[src/rtl/adsb_pkg.sv]
// Shared ADS-B 1090ES constants and the modulator state type.
package adsb_pkg;

   localparam int unsigned adsb_msg_bits       = 112;
   localparam int unsigned adsb_crc_bits       = 24;
   localparam int unsigned adsb_preamble_chips = 16;
   localparam logic [15:0] adsb_preamble       = 16'hA140;
   localparam logic [23:0] adsb_crc_poly       = 24'hFFF409;

   // Two chips per PPM bit; only the first 88 bits feed the parity generator.
   localparam int unsigned adsb_data_chips     = 2 * adsb_msg_bits;
   localparam int unsigned adsb_crc_data_chips = 2 * (adsb_msg_bits - adsb_crc_bits);

   typedef enum logic [2:0] {
      ST_IDLE        = 3'd0,
      ST_LOAD        = 3'd1,
      ST_WAIT_STROBE = 3'd2,
      ST_PREAMBLE    = 3'd3,
      ST_DATA        = 3'd4,
      ST_GAP         = 3'd5,
      ST_DRAIN       = 3'd6
   } adsb_mod_state_t;

endpackage

[src/rtl/adsb_crc24_serial.sv]
// Bit-serial Mode-S CRC-24 (init 0), one message bit per enabled cycle.
module adsb_crc24_serial
   import adsb_pkg::*;
(
   input  logic        clk,
   input  logic        resetn,
   input  logic        clr,
   input  logic        bit_en,
   input  logic        data_bit,
   output logic [23:0] remainder
);

   logic [23:0] rem_q;
   logic [23:0] rem_d;
   logic        fb;

   // Next remainder: shift with feedback of the incoming bit against the MSB.
   always_comb begin
      rem_d = rem_q;
      fb    = data_bit ^ rem_q[23];
      if (clr) begin
         rem_d = '0;
      end else if (bit_en) begin
         rem_d = {rem_q[22:0], 1'b0} ^ (fb ? adsb_crc_poly : 24'h000000);
      end
   end

   // Remainder register.
   always_ff @(posedge clk) begin
      if (!resetn) begin
         rem_q <= '0;
      end else begin
         rem_q <= rem_d;
      end
   end

   assign remainder = rem_q;

endmodule

[src/rtl/adsb_modulator.sv]
// ADS-B 1090ES PPM test-signal transmitter: AXI-stream message in, DAC IQ samples out.
module adsb_modulator
   import adsb_pkg::*;
#(
   parameter int unsigned AXI_DATA_WIDTH   = 32,
   parameter int unsigned IQ_WIDTH         = 14,
   parameter int unsigned SAMPLE_DIV       = 16,
   parameter int unsigned SAMPLES_PER_CHIP = 2,
   parameter int unsigned GAP_CHIPS        = 16,
   parameter int unsigned AMPLITUDE        = 4096
) (
   input  logic                       clk,
   input  logic                       resetn,
   input  logic                       s_axis_valid,
   output logic                       s_axis_ready,
   input  logic [AXI_DATA_WIDTH-1:0]  s_axis_data,
   input  logic                       s_axis_last,
   output logic                       dac_valid,
   output logic signed [IQ_WIDTH-1:0] dac_data_i,
   output logic signed [IQ_WIDTH-1:0] dac_data_q,
   output logic                       busy,
   output logic                       tx_done,
   output logic                       frame_err
);

   localparam int unsigned DIV_W    = (SAMPLE_DIV > 1) ? $clog2(SAMPLE_DIV) : 1;
   localparam int unsigned SUB_W    = $clog2(SAMPLES_PER_CHIP + 1);
   localparam int unsigned CHIP_MAX = (GAP_CHIPS > adsb_data_chips) ? GAP_CHIPS : adsb_data_chips;
   localparam int unsigned CHIP_W   = $clog2(CHIP_MAX + 1);
   localparam int unsigned MSG_W    = adsb_msg_bits;

   adsb_mod_state_t             state_q, state_d;
   logic [DIV_W-1:0]            cnt_q, cnt_d;
   logic [1:0]                  word_cnt_q, word_cnt_d;
   logic [MSG_W-1:0]            msg_q, msg_d;
   logic                        crc_en_q, crc_en_d;
   logic [CHIP_W-1:0]           chip_q, chip_d;
   logic [SUB_W-1:0]            sub_q, sub_d;
   logic                        gap_done_q, gap_done_d;
   logic                        ready_q, ready_d;
   logic                        dac_valid_q, dac_valid_d;
   logic signed [IQ_WIDTH-1:0]  dac_i_q, dac_i_d;
   logic                        busy_q, busy_d;
   logic                        tx_done_q, tx_done_d;
   logic                        frame_err_q, frame_err_d;

   logic                        strobe_c;
   logic                        accept_c;
   logic                        sub_end_c;
   logic                        chip_on_c;
   logic [3:0]                  pre_idx_c;
   logic                        crc_clr_c;
   logic                        crc_bit_en_c;
   logic [23:0]                 crc_rem;
   logic                        unused_word3_bits;

   // Header bits of word3 other than CRC_EN carry no meaning.
   assign unused_word3_bits = ^s_axis_data[15:1];

   adsb_crc24_serial u_crc (
      .clk       (clk),
      .resetn    (resetn),
      .clr       (crc_clr_c),
      .bit_en    (crc_bit_en_c),
      .data_bit  (msg_q[MSG_W-1]),
      .remainder (crc_rem)
   );

   // Next-state, buffer, sequencing and output computation.
   always_comb begin
      state_d      = state_q;
      word_cnt_d   = word_cnt_q;
      msg_d        = msg_q;
      crc_en_d     = crc_en_q;
      chip_d       = chip_q;
      sub_d        = sub_q;
      gap_done_d   = gap_done_q;
      dac_i_d      = dac_i_q;
      busy_d       = busy_q;
      tx_done_d    = 1'b0;
      frame_err_d  = 1'b0;
      crc_clr_c    = 1'b0;
      crc_bit_en_c = 1'b0;
      chip_on_c    = 1'b0;
      pre_idx_c    = 4'(adsb_preamble_chips - 1) - chip_q[3:0];

      cnt_d       = (cnt_q == DIV_W'(SAMPLE_DIV - 1)) ? '0 : cnt_q + DIV_W'(1);
      strobe_c    = (cnt_d == '0);
      dac_valid_d = strobe_c;
      accept_c    = s_axis_valid & ready_q;
      sub_end_c   = (sub_q == SUB_W'(SAMPLES_PER_CHIP - 1));

      // Every strobe outputs zero unless a pulse-on chip overrides it below.
      if (strobe_c) begin
         dac_i_d = '0;
         sub_d   = sub_end_c ? '0 : sub_q + SUB_W'(1);
         if (sub_end_c) begin
            chip_d = chip_q + CHIP_W'(1);
         end
      end

      case (state_q)
         ST_IDLE, ST_LOAD: begin
            sub_d  = sub_q;
            chip_d = chip_q;
            if (accept_c) begin
               if (word_cnt_q == 2'd3) begin
                  msg_d    = {msg_q[MSG_W-17:0], s_axis_data[31:16]};
                  crc_en_d = s_axis_data[0];
               end else begin
                  msg_d = {msg_q[MSG_W-33:0], s_axis_data[31:0]};
               end
               if (s_axis_last) begin
                  word_cnt_d = '0;
                  if (word_cnt_q == 2'd3) begin
                     state_d   = ST_WAIT_STROBE;
                     busy_d    = 1'b1;
                     chip_d    = '0;
                     sub_d     = '0;
                     crc_clr_c = 1'b1;
                  end else begin
                     state_d     = ST_IDLE;
                     frame_err_d = 1'b1;
                  end
               end else if (word_cnt_q == 2'd3) begin
                  state_d    = ST_DRAIN;
                  word_cnt_d = '0;
               end else begin
                  state_d    = ST_LOAD;
                  word_cnt_d = word_cnt_q + 2'd1;
               end
            end
         end

         ST_DRAIN: begin
            sub_d  = sub_q;
            chip_d = chip_q;
            if (accept_c && s_axis_last) begin
               state_d     = ST_IDLE;
               frame_err_d = 1'b1;
            end
         end

         // The strobe that leaves WAIT_STROBE already carries preamble chip 0.
         ST_WAIT_STROBE, ST_PREAMBLE: begin
            if (strobe_c) begin
               state_d   = ST_PREAMBLE;
               chip_on_c = adsb_preamble[pre_idx_c];
               if (sub_end_c && chip_q == CHIP_W'(adsb_preamble_chips - 1)) begin
                  state_d = ST_DATA;
                  chip_d  = '0;
               end
            end
         end

         ST_DATA: begin
            if (strobe_c) begin
               chip_on_c    = chip_q[0] ? ~msg_q[MSG_W-1] : msg_q[MSG_W-1];
               crc_bit_en_c = crc_en_q && !chip_q[0] && (sub_q == '0) &&
                              (chip_q < CHIP_W'(adsb_crc_data_chips));
               if (sub_end_c && chip_q[0]) begin
                  msg_d = {msg_q[MSG_W-2:0], 1'b0};
                  if (crc_en_q && chip_q == CHIP_W'(adsb_crc_data_chips - 1)) begin
                     msg_d[MSG_W-1 -: 24] = crc_rem;
                  end
               end
               if (sub_end_c && chip_q == CHIP_W'(adsb_data_chips - 1)) begin
                  state_d = ST_GAP;
                  chip_d  = '0;
               end
            end
         end

         // Tx_done is raised the cycle after the final gap strobe.
         ST_GAP: begin
            if (gap_done_q) begin
               gap_done_d = 1'b0;
               tx_done_d  = 1'b1;
               busy_d     = 1'b0;
               state_d    = ST_IDLE;
            end else if (strobe_c && sub_end_c && chip_q == CHIP_W'(GAP_CHIPS - 1)) begin
               gap_done_d = 1'b1;
            end
         end

         default: begin
            state_d = ST_IDLE;
         end
      endcase

      if (strobe_c && chip_on_c) begin
         dac_i_d = IQ_WIDTH'(AMPLITUDE);
      end

      // Hold ready low for the Tx_done cycle so the next word follows it.
      ready_d = ((state_d == ST_IDLE) || (state_d == ST_LOAD) || (state_d == ST_DRAIN)) &&
                !tx_done_d;
   end

   // State and output registers with synchronous active-low reset.
   always_ff @(posedge clk) begin
      if (!resetn) begin
         state_q     <= ST_IDLE;
         cnt_q       <= '0;
         word_cnt_q  <= '0;
         msg_q       <= '0;
         crc_en_q    <= 1'b0;
         chip_q      <= '0;
         sub_q       <= '0;
         gap_done_q  <= 1'b0;
         ready_q     <= 1'b1;
         dac_valid_q <= 1'b0;
         dac_i_q     <= '0;
         busy_q      <= 1'b0;
         tx_done_q   <= 1'b0;
         frame_err_q <= 1'b0;
      end else begin
         state_q     <= state_d;
         cnt_q       <= cnt_d;
         word_cnt_q  <= word_cnt_d;
         msg_q       <= msg_d;
         crc_en_q    <= crc_en_d;
         chip_q      <= chip_d;
         sub_q       <= sub_d;
         gap_done_q  <= gap_done_d;
         ready_q     <= ready_d;
         dac_valid_q <= dac_valid_d;
         dac_i_q     <= dac_i_d;
         busy_q      <= busy_d;
         tx_done_q   <= tx_done_d;
         frame_err_q <= frame_err_d;
      end
   end

   // Ready is forced low while reset is held so no word is offered to a resetting block.
   assign s_axis_ready = ready_q & resetn;
   assign dac_valid    = dac_valid_q;
   assign dac_data_i   = dac_i_q;
   assign dac_data_q   = '0;
   assign busy         = busy_q;
   assign tx_done      = tx_done_q;
   assign frame_err    = frame_err_q;

endmodule

[config.mk]
export PLATFORM = sky130hd
export DESIGN_NAME = adsb_modulator
export DESIGN_NICKNAME = d
export VERILOG_FILES = /design/src/rtl/adsb_pkg.sv /design/src/rtl/adsb_crc24_serial.sv /design/src/rtl/adsb_modulator.sv
export SDC_FILE = /design/constraint.sdc
export NUM_CORES = 1
export LEC_CHECK = 0
export ABC_AREA = 1
export BUFFER_PORTS_ARGS = -buffer_cell sky130_fd_sc_hd__buf_2
export CORE_MARGIN = 4
export CORE_UTILIZATION = 30
export CTS_CLUSTER_DIAMETER = 120
export CTS_CLUSTER_SIZE = 40
export DETAILED_ROUTE_END_ITERATION = 10
export GPL_ROUTABILITY_DRIVEN = 0
export HOLD_SLACK_MARGIN = 0.08
export SLEW_MARGIN = 20
export SYNTH_ARGS = -nofsm -noshare
export SYNTH_HDL_FRONTEND = slang
export SYNTH_HIERARCHICAL = 1
export SYNTH_SLANG_ARGS = --single-unit
[constraint.sdc]
create_clock -name clk -period 1.9 [get_ports clk]
set_input_delay 0.095 -clock clk [delete_from_list [all_inputs] [get_ports clk]]
set_output_delay 0.095 -clock clk [all_outputs]
set_load 0.03 [all_outputs]
==> reports/metrics.cfg <==
[status]
outcome=finished clean

[timing]
worstMarginPinSlew_ps=703
skew_ps=9.29
setup_tns_ps=0
fin_crit_sh=0.973
grt_setup_unrepaired=yes
setup_viol=0
slew_headroom=0.532
hold_viol=0
slew_viol_final=0
min_period_ps=1850
fmax_mhz=541
hold_ws_ps=139

[global_routing]
grt_pass1_wl_um=38000
grt_util_met3=0.0268
busiest_layer=met2
grt_overflow=0
grt_pass1_vias=7827
grtUsageTotal=0.131
grt_antenna_before_repair=0
grt_max_degree=200
globalRouteMet1Util=0.187
met2_usage=0.204

[power]
power_leakage_nw=4.44
peakVddDrop_v=0.000549
power_density_mw_per_mm2=746

[routing]
routed_wirelength_um=22900
drc_errors=0
drt_first_pass_iters=6
vias=9009
drtIter0Drc=556
via_per_inst=4.76
ant_nets=0
wl_per_cell_um=12.1

[critical_path]
critPathLaunchType=flip-flop
required_ps=2260
reg2reg_setup_slack_ps=50
crit_arrival_ps=2210
r2r-end=u_crc/remainder[12]
endpoint_kind=flip-flop
critPathMaxFanout=5
worstRegToRegCells=13
r2r-start=cnt_q[1]
crit_type=flip-flop to flip-flop

[hold_path]
min_path_type=input port to flip-flop
whs_path_depth=7
worstHoldStart=s_axis_data[1]
hold_end=msg_q[1]

[floorplan]
die_x_um=184
std_cell_rows=64
die_y_um=184
design.core.area_mm2=0.0306
io_pins=69
start_util=0.305
die_area_mm2=0.0340

[yosys]
syn_area_mm2=0.00932
ys_seq_elements=163
synthCells=1474
yosysTopAreaCell=dfxtp_1
yosysWarnings=6
ys_top_cells_by_area=dfxtp_1 (35%), nand2_1 (17%), o21ai_0 (14%)
synth.top_cell.area_share=0.350
synth_cell_types=33
avgSynthCellArea_um2=6.33
seq_area_frac_synth=0.350

[finish]
syn_to_final_growth_pct=14.5
fillerInstances=3357
drive_gt1_frac=0.107
n_antenna_cell=0
nNetsFinal=1523

[clock_tree]
clock-root-buffer=clkbuf_16
cts_sinks=163
tritoncts=built
cts-buffers-inserted=17
h-tree-depth=4
cts_max_path_buffers=2
cts.clk_slew.worst_paths_ps=70
insertion_delay_ps=420

[place]
hpwl_um=14700
buffer_ports.inserted=41

[flow_run]
cap_violations=0

-- worst max path at each step --
stage	from	endpoint	slack [ps]	depth (start not counted)
after floorplan	state_q[0]	u_crc/remainder[14]	30	11
after global placement	cnt_q[0]	u_crc/remainder[14]	-30	12
after CTS	state_q[2]	u_crc/remainder[13]	3	12
final	cnt_q[1]	u_crc/remainder[12]	50	13
after detailed placement	cnt_q[0]	u_crc/remainder[13]	-70	12
after global routing	cnt_q[1]	u_crc/remainder[12]	-40	13
-- registers in the layout (all words and copies together) (netlist names), 2 cells and up --
name and flops:
word_cnt_q 2, state_q 3, u_crc/remainder 24, sub_q 2
chip_q 8, cnt_q 4, msg_q 112
-- cell families after synthesis --
| logic type | synth area share |
|---|---|
| simple gates | 0.246 |
| compound gates | 0.252 |
| buf+inv | 0.143 |
| flops | 0.350 |
| fa+ha+maj | 0.00671 |
| xor+xnor | 0.00188 |
| other cells | 0.000402 |
-- cell usage after synthesis (all sizes together) --
library cell,instances
o211ai,9
o21a,1
o21ai,317
inv,137
xor2,2
buf,82
nand2,423
a31oi,1
nand3,24
clkbuf,47
nor3,3
conb,1
a21oi,134
and2,10
nor4,1
a211oi,1
clkinv,1
nand4,17
dfxtp,163
nor2,95
ha,5
-- power breakdown --
group | total, mW | switching, mW | leakage, nW | internal [mW]
Combinational | 0.938 | 0.613 | 2.82 | 0.325
Clock | 3.34 | 1.49 | 0.277 | 1.85
Sequential | 3.69 | 0.0886 | 1.34 | 3.60
-- repair_timing --
item,4_1_cts,5_1_grt
hold endpoints to repair,16,0
resized for setup,2,42
setup buffers,1,3
setup endpoints to repair,22,145
gates cloned,1,4
hold buffers,5,0
pin swaps,1,6
-- critical path, cell delays in order (launching register included) --
cell     delay (ps)
dfxtp_4         370
ha_4            150
nand2_4          60
inv_4            70
nand2_4          60
nor4_4          290
buf_6           180
buf_12          140
buf_6           100
nand2_1          40
and2_0          140
nand2_1          50
nand2_1          60
nor2_1           70
-- stage by stage --
stage	instances	worst slack [ps]	util	area [um2]	total power, mW
3_5_place_dp	1845	-66.4	0.320	9790	4.68
5_1_grt	1891	-36.5	0.349	10700	8.38
4_1_cts	1884	2.63	0.342	10500	8.06
6_report	1891	51.9	0.349	10700	7.97
3_3_place_gp	1845	-25.6	0.320	9790	4.67
2_1_floorplan	1500	25.3	-	9450	4.51
-- cells in the final DEF, fill, tap and decap left out, types with 9 or more instances in the layout --
cell / count
nor2_1: 89
buf_2: 40
buf_12: 12
a21oi_1: 134
inv_1: 130
clkbuf_16: 19
dfxtp_1: 157
nand2_1: 411
o211ai_1: 9
nand3_1: 23
o21ai_1: 64
buf_4: 25
o21ai_0: 251
conb_1: 27
nand4_1: 17
-- metal layers --
layer | wire length [um] | part of all wire
met5 | 0 | 0
met4 | 272 | 0.012
met3 | 723 | 0.032
met2 | 10500 | 0.46
met1 | 11400 | 0.50
-- area by class of cell --
type                       count  area (um2)  area share
clock inverter                14         130      0.0122
multi-input combinational   1071        4960       0.464
tap                          396         495      0.0464
timing repair inverter         1        8.76    0.000820
inverter                     138         537      0.0503
timing repair buffer          90         837      0.0784
clock buffer                  18         439      0.0411
sequential                   163        3280       0.307
Power figures use the tool's default switching activity.
